[src/rtl/sdram_cmd_frontend_if.sv]
// Host command/response and SDRAM controller request bundle for sdram_cmd_frontend.
// slave = front-end view, master = host + controller view.
interface sdram_cmd_frontend_if #(
  parameter int unsigned HADDR_WIDTH = 24
) ();
  logic                   cmd_valid;
  logic                   cmd_ready;
  logic                   cmd_we;
  logic [HADDR_WIDTH-1:0] cmd_addr;
  logic [15:0]            cmd_wdata;
  logic                   resp_valid;
  logic [15:0]            resp_data;
  logic [HADDR_WIDTH-1:0] ctl_wr_addr;
  logic [HADDR_WIDTH-1:0] ctl_rd_addr;
  logic [15:0]            ctl_wr_data;
  logic                   ctl_wr_enable;
  logic                   ctl_rd_enable;
  logic [15:0]            ctl_rd_data;
  logic                   ctl_rd_ready;
  logic                   ctl_busy;
  logic                   idle;
  logic                   err_timeout;
  logic [15:0]            rd_count;
  logic [15:0]            wr_count;

  modport slave (
    input  cmd_valid, cmd_we, cmd_addr, cmd_wdata, ctl_rd_data, ctl_rd_ready, ctl_busy,
    output cmd_ready, resp_valid, resp_data, ctl_wr_addr, ctl_rd_addr, ctl_wr_data,
           ctl_wr_enable, ctl_rd_enable, idle, err_timeout, rd_count, wr_count
  );

  modport master (
    output cmd_valid, cmd_we, cmd_addr, cmd_wdata, ctl_rd_data, ctl_rd_ready, ctl_busy,
    input  cmd_ready, resp_valid, resp_data, ctl_wr_addr, ctl_rd_addr, ctl_wr_data,
           ctl_wr_enable, ctl_rd_enable, idle, err_timeout, rd_count, wr_count
  );
endinterface

[src/rtl/sdram_cmd_frontend.sv]
// Buffers host read/write commands and issues them one at a time to the SDRAM controller.
// Optional completed-transaction counters are built when SDRAM_FRONTEND_STATS_EN is defined.
module sdram_cmd_frontend #(
  parameter int unsigned HADDR_WIDTH = 24,
  parameter int unsigned FIFO_DEPTH  = 4,
  parameter int unsigned ACK_TIMEOUT = 1023
) (
  input logic                 clk,
  input logic                 rst_n,
  sdram_cmd_frontend_if.slave bus
);
  localparam int unsigned AW = $clog2(FIFO_DEPTH);
  localparam int unsigned EW = 1 + HADDR_WIDTH + 16;
  localparam int unsigned CW = $clog2(ACK_TIMEOUT + 1);
  localparam logic [AW:0] FullCnt = (AW + 1)'(FIFO_DEPTH);
  localparam logic [CW-1:0] TimeoutCnt = CW'(ACK_TIMEOUT);
  localparam logic [CW-1:0] TimeoutPre = CW'(ACK_TIMEOUT - 1);

  localparam logic [1:0] StIdle  = 2'd0;
  localparam logic [1:0] StIssue = 2'd1;
  localparam logic [1:0] StWait  = 2'd2;
  localparam logic [1:0] StGap   = 2'd3;

  logic [EW-1:0]          mem_q [FIFO_DEPTH];
  logic [AW:0]            wptr_q, wptr_d, rptr_q, rptr_d, occ_d;
  logic                   push, pop;
  logic [EW-1:0]          head;
  logic [1:0]             state_q, state_d;
  logic                   we_q, we_d;
  logic                   wr_en_q, wr_en_d, rd_en_q, rd_en_d;
  logic [HADDR_WIDTH-1:0] addr_q, addr_d;
  logic [15:0]            wdata_q, wdata_d;
  logic [CW-1:0]          cnt_q, cnt_d;
  logic                   err_q, err_d;
  logic                   resp_valid_q, resp_valid_d;
  logic [15:0]            resp_data_q, resp_data_d;
  logic                   cmd_ready_q, cmd_ready_d;
  logic                   idle_q, idle_d;

  assign push   = bus.cmd_valid & cmd_ready_q;
  assign head   = mem_q[rptr_q[AW-1:0]];
  assign wptr_d = wptr_q + (AW + 1)'(push);
  assign rptr_d = rptr_q + (AW + 1)'(pop);
  assign occ_d  = wptr_d - rptr_d;

  always_ff @(posedge clk) begin
    if (push) mem_q[wptr_q[AW-1:0]] <= {bus.cmd_we, bus.cmd_addr, bus.cmd_wdata};
  end

  always_comb begin
    state_d      = state_q;
    we_d         = we_q;
    wr_en_d      = wr_en_q;
    rd_en_d      = rd_en_q;
    addr_d       = addr_q;
    wdata_d      = wdata_q;
    cnt_d        = cnt_q;
    err_d        = err_q;
    resp_valid_d = 1'b0;
    resp_data_d  = resp_data_q;
    pop          = 1'b0;
    unique case (state_q)
      StIdle: begin
        if (wptr_q != rptr_q) begin
          state_d                 = StIssue;
          {we_d, addr_d, wdata_d} = head;
          wr_en_d                 = head[EW-1];
          rd_en_d                 = ~head[EW-1];
          cnt_d                   = '0;
        end
      end
      StIssue: begin
        // The enable is never withdrawn without busy; a timeout only flags the stall.
        if (bus.ctl_busy) begin
          wr_en_d = 1'b0;
          rd_en_d = 1'b0;
          state_d = StWait;
        end else if (cnt_q != TimeoutCnt) begin
          cnt_d = cnt_q + CW'(1);
          if (cnt_q == TimeoutPre) err_d = 1'b1;
        end
      end
      StWait: begin
        if (bus.ctl_rd_ready && !we_q) begin
          resp_valid_d = 1'b1;
          resp_data_d  = bus.ctl_rd_data;
        end
        if (!bus.ctl_busy) begin
          pop     = 1'b1;
          state_d = StGap;
        end
      end
      StGap:   state_d = StIdle;
      default: state_d = StIdle;
    endcase
    cmd_ready_d = (occ_d != FullCnt);
    idle_d      = (state_d == StIdle) && (wptr_d == rptr_d);
  end

  always_ff @(posedge clk or negedge rst_n) begin
    if (!rst_n) begin
      wptr_q       <= '0;
      rptr_q       <= '0;
      state_q      <= StIdle;
      we_q         <= 1'b0;
      wr_en_q      <= 1'b0;
      rd_en_q      <= 1'b0;
      addr_q       <= '0;
      wdata_q      <= '0;
      cnt_q        <= '0;
      err_q        <= 1'b0;
      resp_valid_q <= 1'b0;
      resp_data_q  <= '0;
      cmd_ready_q  <= 1'b1;
      idle_q       <= 1'b0;
    end else begin
      wptr_q       <= wptr_d;
      rptr_q       <= rptr_d;
      state_q      <= state_d;
      we_q         <= we_d;
      wr_en_q      <= wr_en_d;
      rd_en_q      <= rd_en_d;
      addr_q       <= addr_d;
      wdata_q      <= wdata_d;
      cnt_q        <= cnt_d;
      err_q        <= err_d;
      resp_valid_q <= resp_valid_d;
      resp_data_q  <= resp_data_d;
      cmd_ready_q  <= cmd_ready_d;
      idle_q       <= idle_d;
    end
  end

  assign bus.cmd_ready     = cmd_ready_q;
  assign bus.resp_valid    = resp_valid_q;
  assign bus.resp_data     = resp_data_q;
  assign bus.ctl_wr_addr   = addr_q;
  assign bus.ctl_rd_addr   = addr_q;
  assign bus.ctl_wr_data   = wdata_q;
  assign bus.ctl_wr_enable = wr_en_q;
  assign bus.ctl_rd_enable = rd_en_q;
  assign bus.idle          = idle_q;
  assign bus.err_timeout   = err_q;

`ifdef SDRAM_FRONTEND_STATS_EN
  logic [15:0] rd_cnt_q, wr_cnt_q;

  always_ff @(posedge clk or negedge rst_n) begin
    if (!rst_n) begin
      rd_cnt_q <= '0;
      wr_cnt_q <= '0;
    end else if (pop) begin
      if (we_q) wr_cnt_q <= wr_cnt_q + 16'd1;
      else      rd_cnt_q <= rd_cnt_q + 16'd1;
    end
  end

  assign bus.rd_count = rd_cnt_q;
  assign bus.wr_count = wr_cnt_q;
`else
  assign bus.rd_count = '0;
  assign bus.wr_count = '0;
`endif
endmodule

[src/flat_wrapper.sv]
// flat-port wrapper written by rule: the top's interface ports become plain ports
module sdram_cmd_frontend_flat 
#(
  parameter int unsigned HADDR_WIDTH = 24,
  parameter int unsigned FIFO_DEPTH  = 4,
  parameter int unsigned ACK_TIMEOUT = 1023
)
  (clk, rst_n, bus_cmd_valid, bus_cmd_we, bus_cmd_addr, bus_cmd_wdata, bus_ctl_rd_data, bus_ctl_rd_ready, bus_ctl_busy, bus_cmd_ready, bus_resp_valid, bus_resp_data, bus_ctl_wr_addr, bus_ctl_rd_addr, bus_ctl_wr_data, bus_ctl_wr_enable, bus_ctl_rd_enable, bus_idle, bus_err_timeout, bus_rd_count, bus_wr_count);
  sdram_cmd_frontend_if #(.HADDR_WIDTH(HADDR_WIDTH)) bus_i ();
  input logic clk;
  input logic rst_n;
  input wire logic [$bits(bus_i.cmd_valid)-1:0] bus_cmd_valid;
  input wire logic [$bits(bus_i.cmd_we)-1:0] bus_cmd_we;
  input wire logic [$bits(bus_i.cmd_addr)-1:0] bus_cmd_addr;
  input wire logic [$bits(bus_i.cmd_wdata)-1:0] bus_cmd_wdata;
  input wire logic [$bits(bus_i.ctl_rd_data)-1:0] bus_ctl_rd_data;
  input wire logic [$bits(bus_i.ctl_rd_ready)-1:0] bus_ctl_rd_ready;
  input wire logic [$bits(bus_i.ctl_busy)-1:0] bus_ctl_busy;
  output wire logic [$bits(bus_i.cmd_ready)-1:0] bus_cmd_ready;
  output wire logic [$bits(bus_i.resp_valid)-1:0] bus_resp_valid;
  output wire logic [$bits(bus_i.resp_data)-1:0] bus_resp_data;
  output wire logic [$bits(bus_i.ctl_wr_addr)-1:0] bus_ctl_wr_addr;
  output wire logic [$bits(bus_i.ctl_rd_addr)-1:0] bus_ctl_rd_addr;
  output wire logic [$bits(bus_i.ctl_wr_data)-1:0] bus_ctl_wr_data;
  output wire logic [$bits(bus_i.ctl_wr_enable)-1:0] bus_ctl_wr_enable;
  output wire logic [$bits(bus_i.ctl_rd_enable)-1:0] bus_ctl_rd_enable;
  output wire logic [$bits(bus_i.idle)-1:0] bus_idle;
  output wire logic [$bits(bus_i.err_timeout)-1:0] bus_err_timeout;
  output wire logic [$bits(bus_i.rd_count)-1:0] bus_rd_count;
  output wire logic [$bits(bus_i.wr_count)-1:0] bus_wr_count;
  assign bus_i.cmd_valid = bus_cmd_valid;
  assign bus_i.cmd_we = bus_cmd_we;
  assign bus_i.cmd_addr = bus_cmd_addr;
  assign bus_i.cmd_wdata = bus_cmd_wdata;
  assign bus_i.ctl_rd_data = bus_ctl_rd_data;
  assign bus_i.ctl_rd_ready = bus_ctl_rd_ready;
  assign bus_i.ctl_busy = bus_ctl_busy;
  assign bus_cmd_ready = bus_i.cmd_ready;
  assign bus_resp_valid = bus_i.resp_valid;
  assign bus_resp_data = bus_i.resp_data;
  assign bus_ctl_wr_addr = bus_i.ctl_wr_addr;
  assign bus_ctl_rd_addr = bus_i.ctl_rd_addr;
  assign bus_ctl_wr_data = bus_i.ctl_wr_data;
  assign bus_ctl_wr_enable = bus_i.ctl_wr_enable;
  assign bus_ctl_rd_enable = bus_i.ctl_rd_enable;
  assign bus_idle = bus_i.idle;
  assign bus_err_timeout = bus_i.err_timeout;
  assign bus_rd_count = bus_i.rd_count;
  assign bus_wr_count = bus_i.wr_count;
  sdram_cmd_frontend #(.HADDR_WIDTH(HADDR_WIDTH), .FIFO_DEPTH(FIFO_DEPTH), .ACK_TIMEOUT(ACK_TIMEOUT)) u_core (.clk(clk), .rst_n(rst_n), .bus(bus_i));
endmodule
[config.mk]
export PLATFORM = sky130hd
export DESIGN_NAME = sdram_cmd_frontend_flat
export DESIGN_NICKNAME = d
export VERILOG_FILES = /design/src/rtl/sdram_cmd_frontend_if.sv /design/src/rtl/sdram_cmd_frontend.sv /design/src/flat_wrapper.sv
export SDC_FILE = /design/constraint.sdc
export NUM_CORES = 1
export LEC_CHECK = 0
export CAP_MARGIN = 30
export CORE_ASPECT_RATIO = 0.75
export CORE_MARGIN = 8
export CORE_UTILIZATION = 25
export CTS_BUF_LIST = sky130_fd_sc_hd__clkbuf_4
export DETAILED_ROUTE_END_ITERATION = 8
export PLACE_DENSITY_LB_ADDON = 0.1
export SYNTH_ARGS = -nofsm -noshare
export SYNTH_HDL_FRONTEND = slang
export SYNTH_SLANG_ARGS = --single-unit
[constraint.sdc]
create_clock -name clk -period 4.4 [get_ports clk]
set_input_delay 0.44 -clock clk [delete_from_list [all_inputs] [get_ports clk]]
set_output_delay 0.44 -clock clk [all_outputs]
set_load 0.02 [all_outputs]
== After elaboration in Yosys (flattened, before gate mapping) ==
Memories as Yosys holds them, arrays and structs flattened.
Cells that the tools add are included.

* Register bits after elaboration: 81
* Latch bits: 0
* RAM bits: 164
* Bits in read-only memories: 0
* Input port bits: 62
* Output and inout bits: 118
* Logic and storage cells: 64
* Memories: 1

* Add/subtract/negate cells: 4
* $mul: 0
* Div/mod/pow operators: 0
* Order comparisons: 0
* Eq/ne operators: 12
* Shift operators: 0
* Mux-type cells: 19
* Bitwise logic cells: 3
* Reduce and logical (&&, ||, !) cells: 11

{| class="wikitable"
|+ Memory list
! memory !! words !! bits a word !! read ports !! clocked after memory_dff !! write ports !! line !! source
|-
| u_core.mem_q || 4 || 41 || 1 || 0 || 1 || sdram_cmd_frontend.sv:24 || <nowiki>logic [EW-1:0] mem_q [FIFO_DEPTH];</nowiki>
|}

{| class="wikitable"
|+ Operators with widths
! cell !! number
|-
| $mux 10 || 3
|-
| $pmux 10 s2 || 1
|-
| $add 10x1->10 const B || 1
|-
| $eq 10x10->1 const B || 1
|-
| $ne 10x10->1 const B || 1
|-
| $mux 1 || 9
|-
| $pmux 2 s4 || 1
|-
| $reduce_and 4->1 || 2
|-
| $add 3x1->3 || 2
|-
| $mux 2 || 3
|-
| $eq 2x2->1 const B || 2
|-
| $logic_not 2->1 || 2
|-
| $ne 2x1->1 const B || 2
|-
| $ne 2x2->1 const B || 2
|-
| $pmux 1 s2 || 2
|-
| $reduce_and 2->1 || 2
|-
| $eq 3x3->1 || 1
|-
| $ne 3x3->1 || 1
|-
| $ne 3x3->1 const B || 1
|-
| $reduce_and 3->1 || 1
|-
| $sub 3x3->3 || 1
|-
| $eq 2x1->1 const B || 1
|-
| $logic_and 1x1->1 || 2
|-
| $not 1->1 || 2
|-
| other kinds (3) || 3
|}

== Depth between registers and ports, before layout ==
* Depth in word-level cells: 5
* Gate-level depth with buffers: 9

== Worst setup path after synthesis ==
No wires, ideal clock.

* Kind: register to register
* Start: reg u_core.cmd_ready_q, in the netlist u_core.bus.cmd_ready
* End: mem u_core.mem_q[2][0] in the netlist's numbering (enable)
* Setup time: 0.499 ns
* Arrival: 3.753 ns
* Path slack: 0.148 ns
* Cell stages (with the launch flop): 3
* Path buffers: 0
* Path through: dfstp_2 -> nand2_1 -> nor3b_1

* Word-level cells in the longest chain between the ends: 3

{| class="wikitable"
|+ Ends and longest elaborated chain
! what !! line !! source
|-
| from (decl) || sdram_cmd_frontend.sv:37 || <nowiki>logic cmd_ready_q, cmd_ready_d;</nowiki>
|-
| from (signal assigned) || sdram_cmd_frontend.sv:129 || <nowiki>cmd_ready_q <= cmd_ready_d;</nowiki>
|-
| $and 1x1->1 || sdram_cmd_frontend.sv:40 || <nowiki>assign push = bus.cmd_valid & cmd_ready_q;</nowiki>
|-
| $mux 1 || sdram_cmd_frontend.sv:47 || <nowiki>if (push) mem_q[wptr_q[AW-1:0]] <= {bus.cmd_we, bus.cmd_addr, bus.cmd_wdata};</nowiki>
|-
| $mux 1 (implied by the code) || sdram_cmd_frontend.sv:47 ||
|-
| to (decl) || sdram_cmd_frontend.sv:24 ||
|}

Every way passes these cells.

== Worst setup path after layout ==
* Start: reg u_core.wptr_q[1]
* End: reg u_core.wdata_q[12], in the netlist u_core.bus.ctl_wr_data[12]

* Word-level cells in the longest chain between the ends: 2

{| class="wikitable"
|+ Ends and longest elaborated chain
! what !! line !! source
|-
| from (decl) || sdram_cmd_frontend.sv:25 || <nowiki>logic [AW:0] wptr_q, wptr_d, rptr_q, rptr_d, occ_d;</nowiki>
|-
| from (signal assigned) || sdram_cmd_frontend.sv:117 || <nowiki>wptr_q <= wptr_d;</nowiki>
|-
| $ne 3x3->1 || sdram_cmd_frontend.sv:64 || <nowiki>if (wptr_q != rptr_q) begin</nowiki>
|-
| $reduce_and 2->1 (no line) || -- ||
|-
| to (signal assigned) || sdram_cmd_frontend.sv:124 || <nowiki>wdata_q <= wdata_d;</nowiki>
|-
| to (decl) || sdram_cmd_frontend.sv:32 || <nowiki>logic [15:0] wdata_q, wdata_d;</nowiki>
|}

Every way passes these cells.
A chain may end at the register's enable or synchronous reset.

==> metrics.md <==
| Metric | Value |
|---|---|
| CTS tree | `built` |
| Cell count after synthesis | `527` |
| DIE AREA | `45,800 um2` |
| Vias | `~5,200` |
| Initial antenna violation count | `4` |
| Clock Pin Slew Worst Setup and Hold Paths | `around 0.070 ns` |
| Drc violations | `0` |
| DR iter-0 viols | `around 220` |
| Critical Path Start Type | `flop` |
| Port bufs | `147` |
| Share of post-route cells with drive strength above 1 | `a little under a quarter` |
| GP Congestion | `around 0.7` |
| Final net count | `approximately 780` |
| Largest net degree at the start of global routing | `54` |
| Final setup viols | `0` |
| Global-route usage over all layers | `~10%` |
| Post-synth EDFFs | `164` |
| Final period util | `54.9%` |
| First-pass GRT wire length | `35,300 um` |
| Power Dens Cells | `between 700 and 800 nW/um2` |
| YS warnings | `0` |
| Worst path cell trace | `xor2_1 > o31a_2 > buf_16 > buf_4 > mux2_1` |
| Worst path slowest cell | `o31a_2` |
| Fmax | `a little over 0.4 GHz` |
| Seq cells post-synth | `245` |
| Area Overhead vs Synth | `28.3%` |
| Length of the first detailed-routing pass in iterations | `4` |
| Die width | `around 240 um` |
| Post-synth top area share | `just over 50%` |
| Main synth FF type | `edfxtp_1` |
| Avg Synthesized Cell Area | `roughly 19 um2` |
| Clk root buf | `clkbuf_4` |
| DR WL/cell | `18.1 um` |
| Crit path max fanout | `17` |
| Max incr delay on CP | `between 0.5 and 0.6 ns` |
| Fillcell total | `between 3,000 and 4,000` |
| CORE AREA | `about 38,000 um2` |
| Async SR Flop Fraction | `33.1%` |
| Seq/Total Area, Yosys | `a little under three quarters` |
| Clock latency on the worst-skew pair | `0.67 ns` |
| Worst Clk Skew | `0.0559 ns` |
| Worst Setup SP | `u_core.wptr_q[1]` |
| WL final | `23,100 um` |
| Critical Path AT | `about 2.9 ns` |
| Worst r2r dst | `u_core.bus.ctl_wr_data[12]` |
| Final TNS setup | `0 ns` |
| DP HPWL | `~15,000 um` |
| Cell taking the most area after synthesis | `edfxtp_1` |
| Most frequent cells after synthesis | `edfxtp_1, dfrtp_1, buf_4` |
| Max VDD drop | `0.352 mV` |
| CTS Buffer Depth | `3` |
| Worst R2R Start | `u_core.wptr_q[1]` |
| DIE HEIGHT | `187 um` |
| Status | `finished, final reports clean` |
| # clock sinks | `245` |
| Static Leak | `between 4 and 5 nW` |
| Least-Margin Pin Slew | `0.792 ns` |
| Final ANT Viol Nets | `0` |
| Min cycle time layout | `approximately 2.4 ns` |
| R2R Setup Slk | `around 2.0 ns` |
| Post-synth cell types | `52` |
| Worst setup path endpoint | `u_core.bus.ctl_wr_data[12]` |
| Hold Path Class | `primary input to flop` |
| Max-slew violations | `0` |
| IO Pins | `180` |
| Num CTS Buffers | `68` |
| Endpoints failing hold | `0` |
| Top cells by area, synth | `edfxtp_1, dfrtp_1, mux4_2` |
| CTS H-tree lvls | `3` |
| Register-to-Register Path Depth | `5` |
| Post-DR vias/cell | `roughly 4.1` |
| Req. time, crit path | `roughly 5 ns` |
| Vias in the first global route | `roughly 5,900` |
| CP Capture Type | `flop` |
| # rows | `62` |
| Mapped cell area | `a little under 10,000 um2` |
| Congestion Overflow GR | `0` |
| Initial Utilization | `25.5%` |
| CP Class | `flop to flop` |
| Post-layout total power | `between 8 and 9 mW` |
| RSZ-0062 raised after global routing | `no` |
| Slew Limit Headroom | `approximately 47%` |
| Count leader, synth | `edfxtp_1` |
| # Max-Cap Violations | `0` |
[how the worst min path moves through the flow]
| stage | start | to | slack, ns | cells after the start |
|---|---|---|---|---|
| after floorplan | rst_n | u_core.bus.ctl_rd_addr[0] | 0.14 | 0 |
| after global placement | u_core.bus.resp_data[8] | u_core.bus.resp_data[8] | 0.47 | 1 |
| after detailed placement | u_core.bus.ctl_wr_data[3] | u_core.bus.ctl_wr_data[3] | 0.47 | 1 |
| after CTS | bus_cmd_addr[5] | u_core.mem_q[0][21] | 0.32 | 1 |
| after global routing | bus_ctl_rd_data[6] | u_core.bus.resp_data[6] | 0.34 | 2 |
| final | bus_ctl_rd_data[15] | u_core.bus.resp_data[15] | 0.41 | 2 |
[area by class of cell]
type | count | area, um2 | area share (%)
Sequential cell | 245 | 6960 | 55.4
Multi-Input combinational cell | 230 | 2400 | 19.1
Timing Repair Buffer | 160 | 1610 | 12.8
Clock buffer | 107 | 803 | 6.40
Tap cell | 512 | 641 | 5.10
Clock inverter | 12 | 104 | 0.827
Inverter | 8 | 30.0 | 0.239
Antenna cell | 2 | 5.00 | 0.0399
[where the power goes]
group | internal (mW) | leakage, nW | switching, mW | total [mW]
Combinational | 1.64 | 1.53 | 1.74 | 3.38
Sequential | 3.15 | 2.48 | 0.327 | 3.47
Clock | 1.22 | 0.541 | 0.922 | 2.14
[metrics by stage]
step	util, %	hold WS, ns	cell area (um2)	std cells	worst slack (ns)
global route	32.7	0.343	12500	1275	1.83
floorplan	-	0.144	9900	558	0.148
global placement	30.1	0.472	11600	1152	1.81
detailed placement	30.2	0.474	11600	1153	1.76
CTS	32.6	0.324	12500	1273	1.92
finish	32.7	0.411	12600	1276	1.99
[what timing repair did]
item	CTS	global route
setup buffers	0	0
hold buffers	1	0
hold endpoints to repair	51	0
setup endpoints to repair	0	0
gates resized for setup	0	0
[per-layer routing]
layer  global-route usage (%)  part of all wire [%]
met1                     11.8                    43
met2                     16.6                    48
met3                     3.90                   6.6
met4                     3.91                   2.5
met5                        0                 0.056
[critical path, delay by kind of cell (launching register included)]
kind                      cells  cell delay, ns
AOI/OAI and AO/OA             1            0.59
xor gates and xnor gates      1            0.31
buffers and inverters         2            0.49
DFF                           1            0.50
muxes                         1            0.34
[state kept, by name, indices dropped and copies added (netlist names), 2 cells and up]
signal,cells
u_core.cnt_q,10
u_core.bus.resp_data,16
u_core.state_q,2
u_core.mem_q,164
u_core.bus.ctl_rd_addr,24
u_core.bus.ctl_wr_data,16
u_core.rptr_q,3
u_core.wptr_q,3
[logic make-up (layout without fill, tap and decap cells)]
kind of cell	after synthesis	count (layout)	share of synthesized area (%)
adders and majority gates	7	7	0.895
DFF	245	245	71.1
buffers and inverters	83	287	5.78
other	1	34	0.0383
AOI/OAI and AO/OA	28	28	2.16
xor gates and xnor gates	8	8	0.716
muxes	99	99	16.1
and+or+nand+nor	56	56	3.22
[cell usage in the layout, fill, tap and decap left out, types with 4 or more instances in the layout]
master,synthesis,final
buf_4,57,11
clkbuf_4,0,107
clkdlybuf4s50_1,0,146
clkinv_1,0,8
conb_1,1,32
dfrtp_1,80,78
edfxtp_1,164,164
ha_1,7,7
inv_1,8,8
mux2_1,56,56
mux4_2,41,41
nand2_1,11,11
nand3_1,8,8
nor2_1,5,5
nor2b_1,5,4
nor3_1,5,4
xnor2_1,4,4
xor2_1,4,4
No activity file was read; power rests on OpenSTA's default activity.
